### src/rtl/serial_rx_frame_pkg.sv
// Shared constants, FSM state encoding and elaboration helpers for the serial frame receiver.
package serial_rx_frame_pkg;

  localparam int PARITY_NONE = 0;
  localparam int PARITY_EVEN = 1;
  localparam int PARITY_ODD  = 2;

  typedef enum logic [2:0] {
    ST_IDLE      = 3'd0,
    ST_START     = 3'd1,
    ST_DATA      = 3'd2,
    ST_PARITY    = 3'd3,
    ST_STOP      = 3'd4,
    ST_WAIT_HIGH = 3'd5
  } state_t;

  function automatic int clog2(input int value);
    int result;
    result = 0;
    while ((32'sd1 <<< result) < value) result = result + 32'sd1;
    return result;
  endfunction

endpackage

### src/rtl/serial_rx_frame_bit_sync.sv
// Multi-flop synchroniser for the asynchronous serial pin; flops reset to the idle-high level.
module bit_sync #(
  parameter int STAGES = 2
) (
  input  logic clk,
  input  logic rst,
  input  logic d,
  output logic q
);

  logic [STAGES-1:0] sync_r;

  // shift the pin through the flop chain
  always_ff @(posedge clk or posedge rst) begin
    if (rst) begin
      sync_r <= '1;
    end else begin
      sync_r[0] <= d;
      for (int i = 1; i < STAGES; i++) sync_r[i] <= sync_r[i-1];
    end
  end

  assign q = sync_r[STAGES-1];

endmodule

### src/rtl/serial_rx_frame.sv
// Oversampling asynchronous serial frame receiver with parity, framing and overrun reporting
// and a valid/ready holding register towards the consumer.
module serial_rx_frame
  import serial_rx_frame_pkg::*;
#(
  parameter int DATA_BITS    = 7,
  parameter int PARITY_MODE  = 1,
  parameter int STOP_BITS    = 1,
  parameter int CLKS_PER_BIT = 1,
  parameter int SYNC_STAGES  = 2
) (
  input  logic                 clk,
  input  logic                 rst,
  input  logic                 serial_in,
  output logic [DATA_BITS-1:0] data_out,
  output logic                 data_valid,
  input  logic                 data_ready,
  output logic                 parity_err,
  output logic                 frame_err,
  output logic                 overrun,
  output logic                 busy
);

  localparam int PW   = clog2(CLKS_PER_BIT) + 1;
  localparam int CW   = clog2(DATA_BITS + 1);
  localparam int HALF = (CLKS_PER_BIT - 1) / 2;

  localparam logic [PW-1:0] PHASE_BIT  = PW'(CLKS_PER_BIT - 1);
  localparam logic [PW-1:0] PHASE_HALF = PW'((HALF > 0) ? (HALF - 1) : 0);
  localparam logic [PW-1:0] PHASE_ONE  = PW'(1);
  localparam logic [CW-1:0] CNT_ONE    = CW'(1);
  localparam logic [CW-1:0] LAST_DATA  = CW'(DATA_BITS - 1);
  localparam logic [CW-1:0] LAST_STOP  = CW'(STOP_BITS - 1);

  function automatic logic parity_expect(input logic [DATA_BITS-1:0] d);
    return (PARITY_MODE == PARITY_ODD) ? ~^d : ^d;
  endfunction

  logic                 serial_s;
  state_t               state_r, state_next;
  logic [PW-1:0]        phase_r, phase_next;
  logic [CW-1:0]        cnt_r, cnt_next;
  logic [DATA_BITS-1:0] shift_r, shift_next;
  logic                 par_bad_r, stop_bad_r;
  logic                 sample_s, shift_en_s, par_en_s, stop_en_s, commit_s;

  generate
    if (SYNC_STAGES > 0) begin : g_sync
      bit_sync #(.STAGES(SYNC_STAGES)) u_sync (
        .clk (clk),
        .rst (rst),
        .d   (serial_in),
        .q   (serial_s)
      );
    end else begin : g_nosync
      assign serial_s = serial_in;
    end
  endgenerate

  // FSM state, phase and bit counters
  always_ff @(posedge clk or posedge rst) begin
    if (rst) begin
      state_r <= ST_IDLE;
      phase_r <= '0;
      cnt_r   <= '0;
    end else begin
      state_r <= state_next;
      phase_r <= phase_next;
      cnt_r   <= cnt_next;
    end
  end

  // next-state and per-cycle sample strobes
  always_comb begin
    state_next = state_r;
    phase_next = phase_r;
    cnt_next   = cnt_r;
    shift_en_s = 1'b0;
    par_en_s   = 1'b0;
    stop_en_s  = 1'b0;
    commit_s   = 1'b0;
    sample_s   = (phase_r == '0);
    case (state_r)
      ST_IDLE: begin
        if (!serial_s) begin
          cnt_next = '0;
          // with no room before mid-start, the detect cycle doubles as the start sample
          if (HALF == 0) begin
            state_next = ST_DATA;
            phase_next = PHASE_BIT;
          end else begin
            state_next = ST_START;
            phase_next = PHASE_HALF;
          end
        end else begin
          state_next = ST_IDLE;
        end
      end
      ST_START: begin
        if (!sample_s) begin
          phase_next = phase_r - PHASE_ONE;
        end else if (serial_s) begin
          state_next = ST_IDLE;
        end else begin
          state_next = ST_DATA;
          phase_next = PHASE_BIT;
        end
      end
      ST_DATA: begin
        if (!sample_s) begin
          phase_next = phase_r - PHASE_ONE;
        end else begin
          shift_en_s = 1'b1;
          phase_next = PHASE_BIT;
          if (cnt_r == LAST_DATA) begin
            cnt_next   = '0;
            state_next = (PARITY_MODE == PARITY_NONE) ? ST_STOP : ST_PARITY;
          end else begin
            cnt_next = cnt_r + CNT_ONE;
          end
        end
      end
      ST_PARITY: begin
        if (!sample_s) begin
          phase_next = phase_r - PHASE_ONE;
        end else begin
          par_en_s   = 1'b1;
          phase_next = PHASE_BIT;
          cnt_next   = '0;
          state_next = ST_STOP;
        end
      end
      ST_STOP: begin
        if (!sample_s) begin
          phase_next = phase_r - PHASE_ONE;
        end else begin
          stop_en_s  = 1'b1;
          phase_next = PHASE_BIT;
          if (cnt_r == LAST_STOP) begin
            commit_s   = 1'b1;
            cnt_next   = '0;
            state_next = serial_s ? ST_IDLE : ST_WAIT_HIGH;
          end else begin
            cnt_next = cnt_r + CNT_ONE;
          end
        end
      end
      ST_WAIT_HIGH: begin
        if (serial_s) begin
          state_next = ST_IDLE;
        end else begin
          state_next = ST_WAIT_HIGH;
        end
      end
      default: begin
        state_next = ST_IDLE;
      end
    endcase
  end

  // shift-in LSB first: each new bit enters at the top
  always_comb begin
    shift_next = shift_r;
    for (int i = 0; i < DATA_BITS - 1; i++) shift_next[i] = shift_r[i+1];
    shift_next[DATA_BITS-1] = serial_s;
  end

  // frame datapath: payload shifter and per-frame error flags
  always_ff @(posedge clk or posedge rst) begin
    if (rst) begin
      shift_r    <= '0;
      par_bad_r  <= 1'b0;
      stop_bad_r <= 1'b0;
    end else begin
      if (shift_en_s) shift_r <= shift_next;
      if (par_en_s) par_bad_r <= (serial_s != parity_expect(shift_r));
      if (state_r == ST_IDLE) begin
        stop_bad_r <= 1'b0;
      end else if (stop_en_s && !serial_s) begin
        stop_bad_r <= 1'b1;
      end
    end
  end

  // holding register and consumer handshake; a commit always wins over an accept
  always_ff @(posedge clk or posedge rst) begin
    if (rst) begin
      data_out   <= '0;
      data_valid <= 1'b0;
      parity_err <= 1'b0;
      frame_err  <= 1'b0;
      overrun    <= 1'b0;
      busy       <= 1'b0;
    end else begin
      busy <= (state_next != ST_IDLE);
      if (commit_s) begin
        data_out   <= shift_r;
        parity_err <= (PARITY_MODE != PARITY_NONE) && par_bad_r;
        frame_err  <= stop_bad_r | ~serial_s;
        data_valid <= 1'b1;
        overrun    <= data_valid & ~data_ready;
      end else if (data_valid && data_ready) begin
        data_valid <= 1'b0;
        overrun    <= 1'b0;
      end
    end
  end

endmodule

### config.mk
export PLATFORM = sky130hd
export DESIGN_NAME = serial_rx_frame
export DESIGN_NICKNAME = d
export VERILOG_FILES = /design/src/rtl/serial_rx_frame_pkg.sv /design/src/rtl/serial_rx_frame_bit_sync.sv /design/src/rtl/serial_rx_frame.sv
export SDC_FILE = /design/constraint.sdc
export NUM_CORES = 1
export LEC_CHECK = 0
export ABC_CLOCK_PERIOD_IN_PS = 1800
export BUFFER_PORTS_ARGS = -buffer_cell sky130_fd_sc_hd__buf_2
export CORE_MARGIN = 2
export CORE_UTILIZATION = 35
export CTS_CLUSTER_DIAMETER = 80
export CTS_CLUSTER_SIZE = 20
export DETAILED_ROUTE_END_ITERATION = 10
export GPL_ROUTABILITY_DRIVEN = 0
export GPL_TIMING_DRIVEN = 0
export PLACE_DENSITY = 0.6
export SETUP_SLACK_MARGIN = 0.5
export SLEW_MARGIN = 20
export SYNTH_ARGS = -nofsm -noshare
export SYNTH_HDL_FRONTEND = slang
export SYNTH_SLANG_ARGS = --single-unit
### constraint.sdc
create_clock -name clk -period 1.8 [get_ports clk]
set_input_delay 0 -clock clk [delete_from_list [all_inputs] [get_ports clk]]
set_output_delay 0 -clock clk [all_outputs]
set_load 0.005 [all_outputs]
==> summary.md <==
| Metric | Value |
|---|---|
| Syn Nets | 107 |
| Overall power | 0.00303 W |
| Non-filler cells, final | between 150 and 200 |
| Synthesized flop and latch total | 29 |
| Register area share after synthesis | 55.1% |
| Status | finished, final reports clean |
| Cell Area, Synth | about 1300 um2 |
| Critical path depth | 6 |
| Io pins | 16 |
| Ant diodes | 0 |
| Post-Route WL | 2370 um |
| Via count | 849 |
| Num rows | 22 |
| GRT overflow | 0 |
| Drt first-iter violations | 22 |
| Tightest Pin Transition | a little under 0.6 ns |
| Critical Path Slowest Stage Cell | dfrtp_1 |
| RR Startpoint | cnt_r[1] |
| Port bufs | 15 |
| Metal-1 WL | 1090 um |
| Commonest cells after routing, fill and taps aside | dfrtp_1, buf_2, mux2_4 |
| Max incr delay on CP | roughly 0.4 ns |
| Final setup margin | 0.350 ns |
| CP Buf/Inv Count | 2 |
| Inserted Clock Buffers | 5 |
| Critical path, cell by cell | inv_2 -> ha_4 -> nor2b_4 -> nand3_4 -> buf_8 -> mux2_4 |
| Setup slack, reg-to-reg | 0.35 ns |
| Final HPWL DP | approximately 1500 um |
| Pre-antenna DRT Iters | 4 |
| CP arrival | 1.61 ns |
| Reg clk slew, reported paths | 0.06 ns |
| Slew Limit Fails | 0 |
| Clock Latency Late Sink | 0.27 ns |
| Antenna violations before repair | 0 |
| CP Data Required Time | roughly 2 ns |
| Critical Path Start | cnt_r[1] |
| Delay-heaviest family, CP | flip-flops |
| GRT Util Overall | 13.2% |
| Pwr Density | 1720 nW/um2 |
| Core area | 3630 um2 |
| Avg Vias per Cell | 4.66 |
| Setup violations, final | 0 |
| Area growth, synth to finish | 33.3% |
| Endpoint type of the worst setup path | register |
| Worst hold slack | 0.337 ns |
| Die width | 65.4 um |
| Commonest non-fill, non-tap cell in the layout | dfrtp_1 |
| Final Skew | 0.00494 ns |
| Htree depth | 2 |
| FILL cells | 354 |
| CTS Buffer Depth | 2 |
| Max Cap Viol | 0 |
| Maximum VDD drop | 0.612 mV |
| Fmax | 690 MHz |
| Gate Count Post-Synth | 100 |
| DIE AREA | 4280 um2 |
| Per-cell routed wire length | 13.0 um |
| R2R depth | 6 |
| Critical Path Sink | data_out[2] |
| Die H | 65.4 um |
| Initial Utilization | approximately 36% |
| DP Worst Slack | 0.249 ns |
| Nets | ~140 |
| Ys Warns | 0 |
| Critical Path Fanout Max | 5 |
| Worst Hold Class | primary input to async pin |
| Post-route ant nets | 0 |
| Routed wl met3 | 90 um |
| Global-route wire length before repair | between 4000 and 5000 um |
| Reg-to-reg critical path endpoint | data_out[2] |
| Largest net degree at the start of global routing | 30 |
| Final Critical Period | between 1 and 1.5 ns |
| Hold Fails Final Rpt | 0 |
| Pleak | 0.807 nW |
| Critical path class | register to register |
| Slew headroom | 60.6% |
| Met2 WL | between 1000 and 1500 um |
| Syn_area_per_cell | 13.2 um2 |
| Max layer used | met4 |
| CP Launch Type | register |
| DRC Markers | 0 |
| Fin Setup TNS | 0 ns |
| Vias in the first global route | between 900 and 1000 |
| Root buffer cell | clkbuf_8 |
| Crit share post-route | between 80% and 90% |
| Cell count after placement | 163 |
| # clock sinks | 29 |
| TritonCTS clock tree | built |
| Share of cells above drive strength 1 | 50.0% |
| Synth cell types | 28 |
| RSZ-0062 raised after global routing | true |
## repair_timing
item                       in CTS  in global routing
hold endpoints to repair        3                 27
gates cloned                    1                  0
setup endpoints to repair      21                 18
resized for setup              21                  2
pin swaps                       4                  3
hold buffers                    2                  1
buffers inserted                8                  0
## how the worst min path moves through the flow
stage,start,to,slack (ns),cells past startpoint
finish,rst,shift_r[0],0.34,3
global route,g_sync.u_sync.sync_r[0],g_sync.u_sync.sync_r[1],0.37,0
CTS,rst,shift_r[0],0.03,2
detailed placement,serial_in,g_sync.u_sync.sync_r[0],0.11,1
global placement,serial_in,g_sync.u_sync.sync_r[0],0.11,1
floorplan,serial_in,g_sync.u_sync.sync_r[0],0.004,0
## metrics by stage
step,area (um2),utilization [%]
after floorplan,1330,-
after global placement,1460,40.3
after detailed placement,1460,40.3
after CTS,1750,48.0
after global routing,1760,48.5
final,1760,48.5
## cell type report
| type | instances | area [um2] | area share (%) |
|---|---|---|---|
| Buffer | 2 | 26.3 | 1.49 |
| Clock buffer | 7 | 86.3 | 4.90 |
| Inverter | 6 | 22.5 | 1.28 |
| Multi-Input combinational cell | 63 | 626 | 35.5 |
| Sequential cell | 29 | 732 | 41.5 |
| Tap cell | 48 | 60.1 | 3.41 |
| Timing Repair Buffer | 27 | 209 | 11.9 |
## logic make-up (layout without fill, tap and decap cells)
group                      after synthesis  after routing  share of synthesized area [%]
xor gates and xnor gates                 7              7                           4.64
DFF                                     29             29                           55.1
adders and majority gates                3              3                           2.84
and+or+nand+nor                         20             20                           9.66
AOI/OAI and AO/OA                       16             16                           8.24
buffers and inverters                    8             42                           3.41
muxes                                   17             17                           16.1
## layer usage
metal,GRT usage (%),up-vias
li1,-,406
met5,0,-
met1,15.5,426
met2,21.8,15
met4,7.03,0
met3,3.60,2
## worst min-delay path: cells and delay by family
kind / cells / cell delay (ns)
buf+inv: 3 / 1.08
## synthesized netlist by cell type
cell	n	share of area (%)
nor2b_2	1	0.66
inv_1	6	1.7
mux2_2	5	4.3
nor2_2	2	0.95
o21ai_0	5	1.9
a22o_1	1	0.66
nand2_1	6	1.7
o21ai_1	1	0.38
buf_6	2	1.7
nand3_1	1	0.38
ha_1	3	2.8
nor2_1	2	0.57
mux2_1	5	4.3
xnor2_1	7	4.6
nor2b_1	2	0.95
a21oi_1	6	2.3
dfstp_2	2	4.0
dfrtp_1	27	51
a221o_1	1	0.76
nor2_4	1	0.85
o41ai_1	1	0.66
mux2i_1	1	0.76
a22oi_4	1	1.6
nand2b_1	2	0.95
nor4b_2	1	1.1
and2b_4	1	0.76
mux2_4	6	6.8
nand3_2	1	0.76
## power breakdown
part	leakage (nW)	internal [W]	total, W	switching (W)
sequential	0.340	0.000915	0.00113	0.000220
combinational	0.423	0.000818	0.00137	0.000551
clock	0.0443	0.000302	0.000527	0.000225
## state kept, by name, summed over array words and instances (netlist names)
register and flops:
state_r 3, busy 1, shift_r 7, cnt_r 3, par_bad_r 1, stop_bad_r 1, overrun 1, parity_err 1
g_sync.u_sync.sync_r 2, data_out 7, data_valid 1, frame_err 1
No activity file was read; power rests on OpenSTA's default activity.
